### src/rtl/cpu_pkg.sv
// Shared CPU definitions used by the hazard controller and its interface.
// Contents: the register address width, the architectural zero register
// and the encoding of the hazard FSM states.
package cpu_pkg;

    localparam int REG_ADDR_W = 5;

    typedef logic [REG_ADDR_W-1:0] reg_addr_t;

    // Register 0 is hard-wired to zero, so writes to it never create a dependency.
    localparam reg_addr_t REG_ZERO = '0;

    typedef enum logic [1:0] {
        IDLE         = 2'd0,
        LOAD_STALL   = 2'd1,
        BRANCH_FLUSH = 2'd2
    } hazard_state_t;

endpackage : cpu_pkg

### src/rtl/pipeline_hazard_ctrl_if.sv
// Bundle between the pipeline datapath and the hazard controller.
//   master : pipeline side. It drives the decode operands and the execute-stage
//            control fields, and receives flush/stall plus the status counters.
//   slave  : hazard controller side.
// CNT_W must match the CNT_W of the controller instance bound to this bundle.
interface pipeline_hazard_ctrl_if #(
    parameter int CNT_W = 16
);
    import cpu_pkg::*;

    logic             dec_valid;
    reg_addr_t        dec_src1;
    reg_addr_t        dec_src2;
    reg_addr_t        ex_alu_dest;
    logic             ex_reg_write_enable;
    logic             ex_mem_rd;
    logic             ex_load_pc;
    logic             flush;
    logic             stall;
    logic             busy;
    logic [CNT_W-1:0] stall_events;
    logic [CNT_W-1:0] flush_events;

    modport master (
        output dec_valid, dec_src1, dec_src2,
        output ex_alu_dest, ex_reg_write_enable, ex_mem_rd, ex_load_pc,
        input  flush, stall, busy, stall_events, flush_events
    );

    modport slave (
        input  dec_valid, dec_src1, dec_src2,
        input  ex_alu_dest, ex_reg_write_enable, ex_mem_rd, ex_load_pc,
        output flush, stall, busy, stall_events, flush_events
    );

endinterface : pipeline_hazard_ctrl_if

### src/rtl/sat_counter.sv
// Saturating up-counter used for the performance event counts.
//   clk   : clock
//   rst   : asynchronous active-high reset, clears count
//   inc   : add one on the next rising edge, unless already all-ones
//   count : current value; it holds at all-ones and never wraps
module sat_counter #(
    parameter int W = 16
) (
    input  logic         clk,
    input  logic         rst,
    input  logic         inc,
    output logic [W-1:0] count
);

    logic [W-1:0] count_q;

    // NOTE: sequential state is written with non-blocking assignments only, so
    // every flop samples the pre-edge values regardless of process order.
    always_ff @(posedge clk or posedge rst) begin
        if (rst) begin
            count_q <= '0;
        end else if (inc && (count_q != '1)) begin
            count_q <= count_q + 1'b1;
        end
    end

    assign count = count_q;

endmodule : sat_counter

### src/rtl/pipeline_hazard_ctrl.sv
// Hazard controller for the decode->execute control register.
// It generates flush/stall from the decode operands and the execute-stage
// control fields:
//   - load-use hazards stall fetch/decode for MEM_LATENCY cycles;
//   - PC redirects squash the wrong path for FLUSH_CYCLES cycles.
// Ports:
//   clk, rst : clock, asynchronous active-high reset
//   bus      : pipeline_hazard_ctrl_if.slave. Inputs are the dec_* and ex_*
//              fields; outputs are flush, stall, busy and the stall_events /
//              flush_events saturating counters.
module pipeline_hazard_ctrl
    import cpu_pkg::*;
#(
    parameter int FLUSH_CYCLES = 2,   // 1..15, includes the detection cycle
    parameter int MEM_LATENCY  = 1,   // 1..15, includes the detection cycle
    parameter int CNT_W        = 16
) (
    input  logic                         clk,
    input  logic                         rst,
    pipeline_hazard_ctrl_if.slave        bus
);

    hazard_state_t state_q, state_d;
    logic [3:0]    cnt_q, cnt_d;
    logic          flush_c, stall_c;
    logic          stall_inc, flush_inc;
    logic          load_use, redirect;

    assign redirect = bus.ex_load_pc;

    assign load_use = bus.dec_valid && bus.ex_mem_rd && bus.ex_reg_write_enable
                   && (bus.ex_alu_dest != REG_ZERO)
                   && ((bus.dec_src1 == bus.ex_alu_dest) || (bus.dec_src2 == bus.ex_alu_dest));

    always_ff @(posedge clk or posedge rst) begin
        if (rst) begin
            state_q <= IDLE;
            cnt_q   <= '0;
        end else begin
            state_q <= state_d;
            cnt_q   <= cnt_d;
        end
    end

    // NOTE: every signal written here gets a default first, so no path through
    // the case statement leaves one unassigned and no latch is inferred.
    always_comb begin
        state_d   = state_q;
        cnt_d     = cnt_q;
        flush_c   = 1'b0;
        stall_c   = 1'b0;
        stall_inc = 1'b0;
        flush_inc = 1'b0;

        unique case (state_q)
            IDLE, LOAD_STALL: begin
                if (redirect) begin
                    // A redirect aborts a pending stall: the stalled decode
                    // instruction is on the wrong path anyway.
                    flush_c   = 1'b1;
                    flush_inc = 1'b1;
                    if (FLUSH_CYCLES > 1) begin
                        state_d = BRANCH_FLUSH;
                        cnt_d   = 4'(FLUSH_CYCLES - 1);
                    end else begin
                        state_d = IDLE;
                        cnt_d   = '0;
                    end
                end else if (state_q == LOAD_STALL) begin
                    flush_c = 1'b1;
                    stall_c = 1'b1;
                    cnt_d   = cnt_q - 1'b1;
                    if (cnt_q == 4'd1) begin
                        state_d = IDLE;
                    end
                end else if (load_use) begin
                    flush_c   = 1'b1;
                    stall_c   = 1'b1;
                    stall_inc = 1'b1;
                    if (MEM_LATENCY > 1) begin
                        state_d = LOAD_STALL;
                        cnt_d   = 4'(MEM_LATENCY - 1);
                    end
                end
            end
            BRANCH_FLUSH: begin
                // The execute stage holds a bubble here, so its fields are ignored.
                flush_c = 1'b1;
                cnt_d   = cnt_q - 1'b1;
                if (cnt_q == 4'd1) begin
                    state_d = IDLE;
                end
            end
            default: begin
                state_d = IDLE;
                cnt_d   = '0;
            end
        endcase
    end

    // The control register has no reset of its own, so reset holds it cleared
    // through flush and suppresses stall.
    assign bus.flush = rst ? 1'b1 : flush_c;
    assign bus.stall = rst ? 1'b0 : stall_c;
    assign bus.busy  = (state_q != IDLE);

    sat_counter #(.W(CNT_W)) u_stall_cnt (
        .clk   (clk),
        .rst   (rst),
        .inc   (stall_inc),
        .count (bus.stall_events)
    );

    sat_counter #(.W(CNT_W)) u_flush_cnt (
        .clk   (clk),
        .rst   (rst),
        .inc   (flush_inc),
        .count (bus.flush_events)
    );

endmodule : pipeline_hazard_ctrl

### src/flat_wrapper.sv
// flat-port wrapper written by rule: the top's interface ports become plain ports
module pipeline_hazard_ctrl_flat import cpu_pkg::*;
#(
    parameter int FLUSH_CYCLES = 2,                                         
    parameter int MEM_LATENCY  = 1,                                         
    parameter int CNT_W        = 16
)
  (clk, rst, bus_dec_valid, bus_dec_src1, bus_dec_src2, bus_ex_alu_dest, bus_ex_reg_write_enable, bus_ex_mem_rd, bus_ex_load_pc, bus_flush, bus_stall, bus_busy, bus_stall_events, bus_flush_events);
  pipeline_hazard_ctrl_if #(.CNT_W(CNT_W)) bus_i ();
  input  logic clk;
  input  logic rst;
  input wire logic [$bits(bus_i.dec_valid)-1:0] bus_dec_valid;
  input wire logic [$bits(bus_i.dec_src1)-1:0] bus_dec_src1;
  input wire logic [$bits(bus_i.dec_src2)-1:0] bus_dec_src2;
  input wire logic [$bits(bus_i.ex_alu_dest)-1:0] bus_ex_alu_dest;
  input wire logic [$bits(bus_i.ex_reg_write_enable)-1:0] bus_ex_reg_write_enable;
  input wire logic [$bits(bus_i.ex_mem_rd)-1:0] bus_ex_mem_rd;
  input wire logic [$bits(bus_i.ex_load_pc)-1:0] bus_ex_load_pc;
  output wire logic [$bits(bus_i.flush)-1:0] bus_flush;
  output wire logic [$bits(bus_i.stall)-1:0] bus_stall;
  output wire logic [$bits(bus_i.busy)-1:0] bus_busy;
  output wire logic [$bits(bus_i.stall_events)-1:0] bus_stall_events;
  output wire logic [$bits(bus_i.flush_events)-1:0] bus_flush_events;
  assign bus_i.dec_valid = bus_dec_valid;
  assign bus_i.dec_src1 = bus_dec_src1;
  assign bus_i.dec_src2 = bus_dec_src2;
  assign bus_i.ex_alu_dest = bus_ex_alu_dest;
  assign bus_i.ex_reg_write_enable = bus_ex_reg_write_enable;
  assign bus_i.ex_mem_rd = bus_ex_mem_rd;
  assign bus_i.ex_load_pc = bus_ex_load_pc;
  assign bus_flush = bus_i.flush;
  assign bus_stall = bus_i.stall;
  assign bus_busy = bus_i.busy;
  assign bus_stall_events = bus_i.stall_events;
  assign bus_flush_events = bus_i.flush_events;
  pipeline_hazard_ctrl #(.FLUSH_CYCLES(FLUSH_CYCLES), .MEM_LATENCY(MEM_LATENCY), .CNT_W(CNT_W)) u_core (.clk(clk), .rst(rst), .bus(bus_i));
endmodule
### config.mk
export PLATFORM = sky130hd
export DESIGN_NAME = pipeline_hazard_ctrl_flat
export DESIGN_NICKNAME = d
export VERILOG_FILES = /design/src/rtl/cpu_pkg.sv /design/src/rtl/pipeline_hazard_ctrl_if.sv /design/src/rtl/sat_counter.sv /design/src/rtl/pipeline_hazard_ctrl.sv /design/src/flat_wrapper.sv
export SDC_FILE = /design/constraint.sdc
export NUM_CORES = 1
export LEC_CHECK = 0
export BUFFER_PORTS_ARGS = -buffer_cell sky130_fd_sc_hd__buf_2
export CAP_MARGIN = 20
export CELL_PAD_IN_SITES_DETAIL_PLACEMENT = 1
export CELL_PAD_IN_SITES_GLOBAL_PLACEMENT = 1
export CORE_AREA = 2 2 80 82
export DETAILED_ROUTE_END_ITERATION = 8
export DIE_AREA = 0 0 82 84
export PLACE_DENSITY_LB_ADDON = 0.1
export SLEW_MARGIN = 5
export SYNTH_ARGS = -nofsm -noshare
export SYNTH_HDL_FRONTEND = slang
export SYNTH_SLANG_ARGS = --single-unit
### constraint.sdc
create_clock -name clk -period 2.2 [get_ports clk]
set_clock_uncertainty 0.05 [all_clocks]
set_input_delay 0.11 -clock clk [delete_from_list [all_inputs] [get_ports clk]]
set_output_delay 0.11 -clock clk [all_outputs]
set_load 0.02 [all_outputs]
== After elaboration in Yosys (flattened, before gate mapping) ==
Cells that the tools add are included.

* Bits of input ports: 21
* Logic and storage cells: 46
* Register bits after elaboration: 38

* Mux-type cells: 20
* Eq/ne operators: 8
* $add $sub $neg: 3
* Reductions and logical operators: 11

{| class="wikitable"
|+ Operators with widths
! cell !! count
|-
| $add A16 B1 Y16 const B || 2
|-
| $ne A16 B16 Y1 const B || 2
|-
| $mux W1 || 12
|-
| $eq A5 B5 Y1 || 2
|-
| $mux W4 || 2
|-
| $pmux W4 S2 || 1
|-
| $logic_and A1 B1 Y1 || 6
|-
| $mux W2 || 3
|-
| $reduce_bool A5 Y1 || 1
|-
| $eq A4 B1 Y1 const B || 1
|-
| $pmux W2 S2 || 1
|-
| $sub A4 B1 Y4 const B || 1
|-
| $ne A3 B2 Y1 const B || 1
|-
| $eq A2 B1 Y1 const B || 1
|-
| $eq A2 B2 Y1 const B || 1
|-
| $logic_not A2 Y1 || 1
|-
| $pmux W1 S2 || 1
|-
| $reduce_bool A2 Y1 || 1
|-
| $reduce_or A2 Y1 || 1
|-
| $logic_or A1 B1 Y1 || 1
|}

== Logic depth before layout (Yosys ltp) ==
* Depth after elaboration: 9
* Gate-level depth with buffers: 7
* Depth with buffers taken out: 6

== Cells and area by module ==
A second synthesis with hierarchy kept.

* Cell total of the unflattened synthesis: 214
* Area total of the unflattened synthesis: 2179.6 µm²

{| class="wikitable"
|+ By module, submodules not included
! module !! area each (µm²) !! sequential area each (µm²) !! times used !! cells an instance
|-
| sat_counter || 805.8 || 400.4 || 2 || 71
|-
| pipeline_hazard_ctrl || 568.0 || 150.1 || 1 || 72
|}

== Least setup slack after synthesis ==
OpenSTA, ideal clock, no wires.

* Kind: flip-flop to flip-flop
* Start point: reg u_core.state_q[0]
* End point: reg u_core.u_stall_cnt.count_q[15], in the netlist u_core.u_stall_cnt.count[15]
* Cell stages (with the launch flop): 7
* Setup time: 0.125 ns
* Required time: 2.025 ns
* Arrival: 1.776 ns
* Period minus slack after synthesis: 1.951 ns
* Slack: 0.249 ns
* Cells stage by stage: dfrtp_1 > buf_6 > or3_4 > nor2_4 > nand3_1 > or3b_1 > mux2_4

* Longest elaborated chain between the ends: 5
* Elaborated cells on any way between the ends: 7

{| class="wikitable"
|+ RTL lines
! what !! line !! text
|-
| start: declaration || pipeline_hazard_ctrl.sv:23 || <nowiki>hazard_state_t state_q, state_d;</nowiki>
|-
| start signal: assignment || pipeline_hazard_ctrl.sv:40 || <nowiki>state_q <= state_d;</nowiki>
|-
| $eq A2 B1 Y1 || pipeline_hazard_ctrl.sv:55, pipeline_hazard_ctrl.sv:69 ||
|-
| $mux W1 || pipeline_hazard_ctrl.sv:69 || <nowiki>end else if (state_q == LOAD_STALL) begin</nowiki>
|-
| $mux W1 || pipeline_hazard_ctrl.sv:57 || <nowiki>if (redirect) begin</nowiki>
|-
| $mux W1 * || pipeline_hazard_ctrl.sv:55 || <nowiki>unique case (state_q)</nowiki>
|-
| $logic_and A1 B1 Y1 * || sat_counter.sv:22 || <nowiki>end else if (inc && (count_q != '1)) begin</nowiki>
|-
| end signal: assignment || sat_counter.sv:23 || <nowiki>count_q <= count_q + 1'b1;</nowiki>
|-
| end: declaration || sat_counter.sv:15 || <nowiki>logic [W-1:0] count_q;</nowiki>
|}

Mark *: on every way between the ends. The rest lies on a longest branch, timed or not.
A chain may end at the register's enable or synchronous reset.

== Final worst setup path ==
* Start point: reg u_core.u_stall_cnt.count_q[0], in the netlist u_core.u_stall_cnt.count[0]
* End point: reg u_core.u_stall_cnt.count_q[1], in the netlist u_core.u_stall_cnt.count[1]

* Longest elaborated chain between the ends: 2
* Elaborated cells on any way between the ends: 3

{| class="wikitable"
|+ RTL lines
! what
|-
| branches (longest 2 deep; another with $add A16 B1 Y16)
|}

Parallel ways; which one is timed is not known.

==> results.rst <==
.. list-table::
   :header-rows: 1

   * - Metric
     - Value
   * - Transition time of the tightest slew-check pin
     - between 500 and 600 ps
   * - Placed cell count
     - 342
   * - Most frequent standard cell in the layout excluding fill and tap cells
     - buf_2
   * - Proportion of layout cells with a drive suffix above 1
     - 0.277
   * - Avg Vias per Cell
     - just over 5
   * - Drt drc
     - 0
   * - Share of the clock period used by the worst path after layout
     - 0.909
   * - Critical-path maximum fanout
     - 5
   * - Global-route wire length before repair
     - 8350 µm
   * - Register bit count reported by yosys
     - 38
   * - Count of buffers from port buffering
     - 55
   * - Die height
     - 84 µm
   * - Cell Count, Final, Fillers Out
     - between 300 and 400
   * - Synth cell types
     - 39
   * - Pins over their slew limit
     - 0
   * - Synthesis-to-layout area growth
     - 23.7%
   * - Vias after detailed routing
     - 1765
   * - Arrival @ worst endpoint
     - 2120 ps
   * - Clock latency of the later-clocked register in the worst-skew pair
     - ~280 ps
   * - Cell at the root of the clock tree
     - clkbuf_8
   * - Crit Path Category
     - reg2reg
   * - Die width
     - between 80 and 90 µm
   * - Final count of hold timing violations
     - 0
   * - Critical-path cell list
     - ha_1 -> nand3_1 -> nor4_1 -> nor2_1 -> nand3_1 -> mux2_2
   * - Power density over the cells
     - 806 nW/µm²
   * - Clock Tree Buf Depth
     - 2
   * - Total global-route track usage
     - 0.154
   * - Floorplan Core Area
     - approximately 6000 µm²
   * - Total of endpoints with negative setup slack in the final report
     - 0
   * - Synthesized area divided by synthesized cell count
     - slightly below 10 µm²
   * - Worst hold endpoint
     - u_core.u_flush_cnt.count[2]$_DFFE_PP0P_
   * - Number of violations of the max-capacitance limit
     - 0
   * - Number of detailed-route iterations in the first pass
     - 4
   * - Sequential cell area fraction in the yosys report
     - 0.461
   * - Remaining antenna violation count
     - 0
   * - Critical-path top delay cell
     - nor4_1
   * - Timing startpoint of the critical path
     - u_core.u_stall_cnt.count[0]$_DFFE_PP0P_
   * - Detailed-placement wirelength estimate
     - roughly 3800 µm
   * - Result of the run
     - finished clean
   * - Number of antenna violations at the first check in global routing
     - 0
   * - Maximum resistive drop on vdd
     - 0.000437 V
   * - RePlAce Congestion
     - 0.782
   * - Gr ovfl total
     - 0
   * - Post-synth net total
     - 234
   * - Destination of the worst register-to-register timing path
     - u_core.u_stall_cnt.count[1]$_DFFE_PP0P_
   * - Share of synthesized registers carrying an async set or reset
     - 1.00
   * - Routed Wire Length
     - 4920 µm
   * - Relative max-transition margin
     - 0.657
   * - Library cell appearing most often on the critical path
     - nand3_1
   * - Reg-to-reg slack, setup
     - 200 ps
   * - Number of enable-type register cells in the synthesized netlist
     - 0
   * - Largest delay share family, worst path
     - simple AND/OR/NAND/NOR gates
   * - Post CTS Setup Buffer Count
     - 0
   * - H-tree depth
     - 2
   * - Count of boundary I/O pins
     - between 50 and 60
   * - Leakage power
     - approximately 1.2 nW
   * - Fin crit period
     - 2000 ps
   * - Initial standard-cell utilization of the core
     - 0.339
   * - Initial detailed-routing violation count
     - 31
   * - Total Negative Setup Slacks
     - 0 ps
   * - Predominant post-synthesis flop cell
     - dfrtp_1
   * - CTS clk-pin slew, worst paths
     - 80 ps
   * - R2R cell count
     - 6
   * - Number of buffers and inverters on the critical path
     - 0
   * - Number of global-route vias before repair
     - 1741
   * - Hold path startpoint
     - bus_ex_load_pc
   * - Summed instance area of the synthesized netlist
     - 2060 µm²
   * - Yosys warnings
     - 0
   * - Kind of end point of the critical path
     - flop
   * - Max stage delay on crit path
     - 480 ps
   * - # diodes
     - 0
   * - Most frequent cells in the layout
     - buf_2, dfrtp_1, xnor2_1, nand3_1
   * - Routed wire per std cell
     - about 14 µm
   * - Hold path cells
     - 3
   * - Clock tree sinks
     - 38
   * - Path category of the worst min-delay check
     - in2reg
   * - Number of nets in the layout
     - 298
   * - Post-Synthesis Cells
     - 209
   * - Floorplan row count
     - 29
   * - Clock tree from TritonCTS
     - built
   * - Critical path startpoint category
     - flop
   * - RSZ-0062 raised after global routing
     - false
   * - Clock buffer count from CTS
     - 5
   * - Highest attainable clock frequency
     - 500 MHz
   * - Worst r2r src
     - u_core.u_stall_cnt.count[0]$_DFFE_PP0P_
   * - Die area
     - 6890 µm²
   * - Required arrival time at the worst endpoint
     - between 2000 and 2500 ps
   * - Pin count of the biggest net entering global routing
     - 39
[power breakdown]
part	switching [mW]	total (mW)	internal, mW
combinational	0.373	0.649	0.277
sequential	0.112	0.912	0.800
clock	0.244	0.497	0.253
[synthesized netlist by cell type, types with 3 or more instances]
library cell   n  area share
and3_1         6       0.018
dfrtp_1       38        0.46
xor2_1         5       0.021
nand2b_1       5       0.015
mux2_2         3       0.016
nand4_1       15       0.045
xnor2_1       31        0.13
nor2_1        16       0.029
o22ai_1        3      0.0091
nand3_1       17       0.041
nor3_1         4      0.0097
inv_1          9       0.016
nand2_1       16       0.029
ha_1           4       0.024
o21ai_0        5       0.012
[stage by stage]
| stage | cell area (µm²) | utilization | hold WS [ps] | setup slack (ps) | power [mW] |
|---|---|---|---|---|---|
| after floorplan | 2060 | - | 239 | 249 | 1.37 |
| after global placement | 2450 | 0.402 | 263 | 185 | 1.57 |
| after detailed placement | 2450 | 0.402 | 269 | 168 | 1.59 |
| after CTS | 2550 | 0.419 | 169 | 154 | 2.10 |
| after global routing | 2550 | 0.419 | 162 | 25.2 | 2.23 |
| final | 2550 | 0.419 | 169 | 201 | 2.06 |
[layout make-up]
| type | count | area (µm²) |
|---|---|---|
| Tap cell | 77 | 96.3 |
| Clock buffer | 7 | 86.3 |
| Timing Repair Buffer | 62 | 330 |
| Fill cell | 749 | 3540 |
| Inverter | 9 | 33.8 |
| Sequential cell | 38 | 951 |
| Clock inverter | 1 | 5.00 |
| Multi-Input combinational cell | 157 | 1050 |
[how the worst max path moves through the flow]
stage | cells past startpoint | to | slack [ps]
6_report | 6 | u_core.u_stall_cnt.count[1]$_DFFE_PP0P_ | 200
4_1_cts | 6 | u_core.u_stall_cnt.count[1]$_DFFE_PP0P_ | 150
3_3_place_gp | 6 | u_core.u_stall_cnt.count[1]$_DFFE_PP0P_ | 180
5_1_grt | 6 | u_core.u_stall_cnt.count[1]$_DFFE_PP0P_ | 30
2_1_floorplan | 6 | u_core.u_stall_cnt.count[15]$_DFFE_PP0P_ | 250
3_5_place_dp | 6 | u_core.u_stall_cnt.count[1]$_DFFE_PP0P_ | 170
[metal layers]
metal	up-vias	wire length [µm]	track usage
met2	47	2200	0.234
li1	862	-	-
met1	852	2390	0.220
met5	-	0	0
met4	0	40	0.0364
met3	4	288	0.0368
[registers in the layout, summed over array words and instances, names as in the netlist]
signal                    cells
u_core.u_flush_cnt.count     16
u_core.state_q                2
u_core.u_stall_cnt.count     16
u_core.cnt_q                  4
[what timing repair did]
item,in CTS,in global routing
endpoints found under the hold margin,38,0
resized for setup,0,0
hold buffers,1,0
[worst reg2reg max path, delay by kind of cell (launching register included)]
| family | cells | cell delay (ps) |
|---|---|---|
| adders and majority gates | 1 | 200 |
| DFF | 1 | 420 |
| muxes | 1 | 340 |
| and+or+nand+nor | 4 | 880 |
[kinds of logic after synthesis]
family | synth area share
buffers and inverters | 0.0303
flip-flops | 0.461
AO/OA/AOI/OAI | 0.0685
AND/OR/NAND/NOR | 0.240
multiplexers | 0.0236
XOR/XNOR | 0.153
adder cells (fa/ha/maj) | 0.0242
Note: power is estimated with default switching activity, not from simulation.
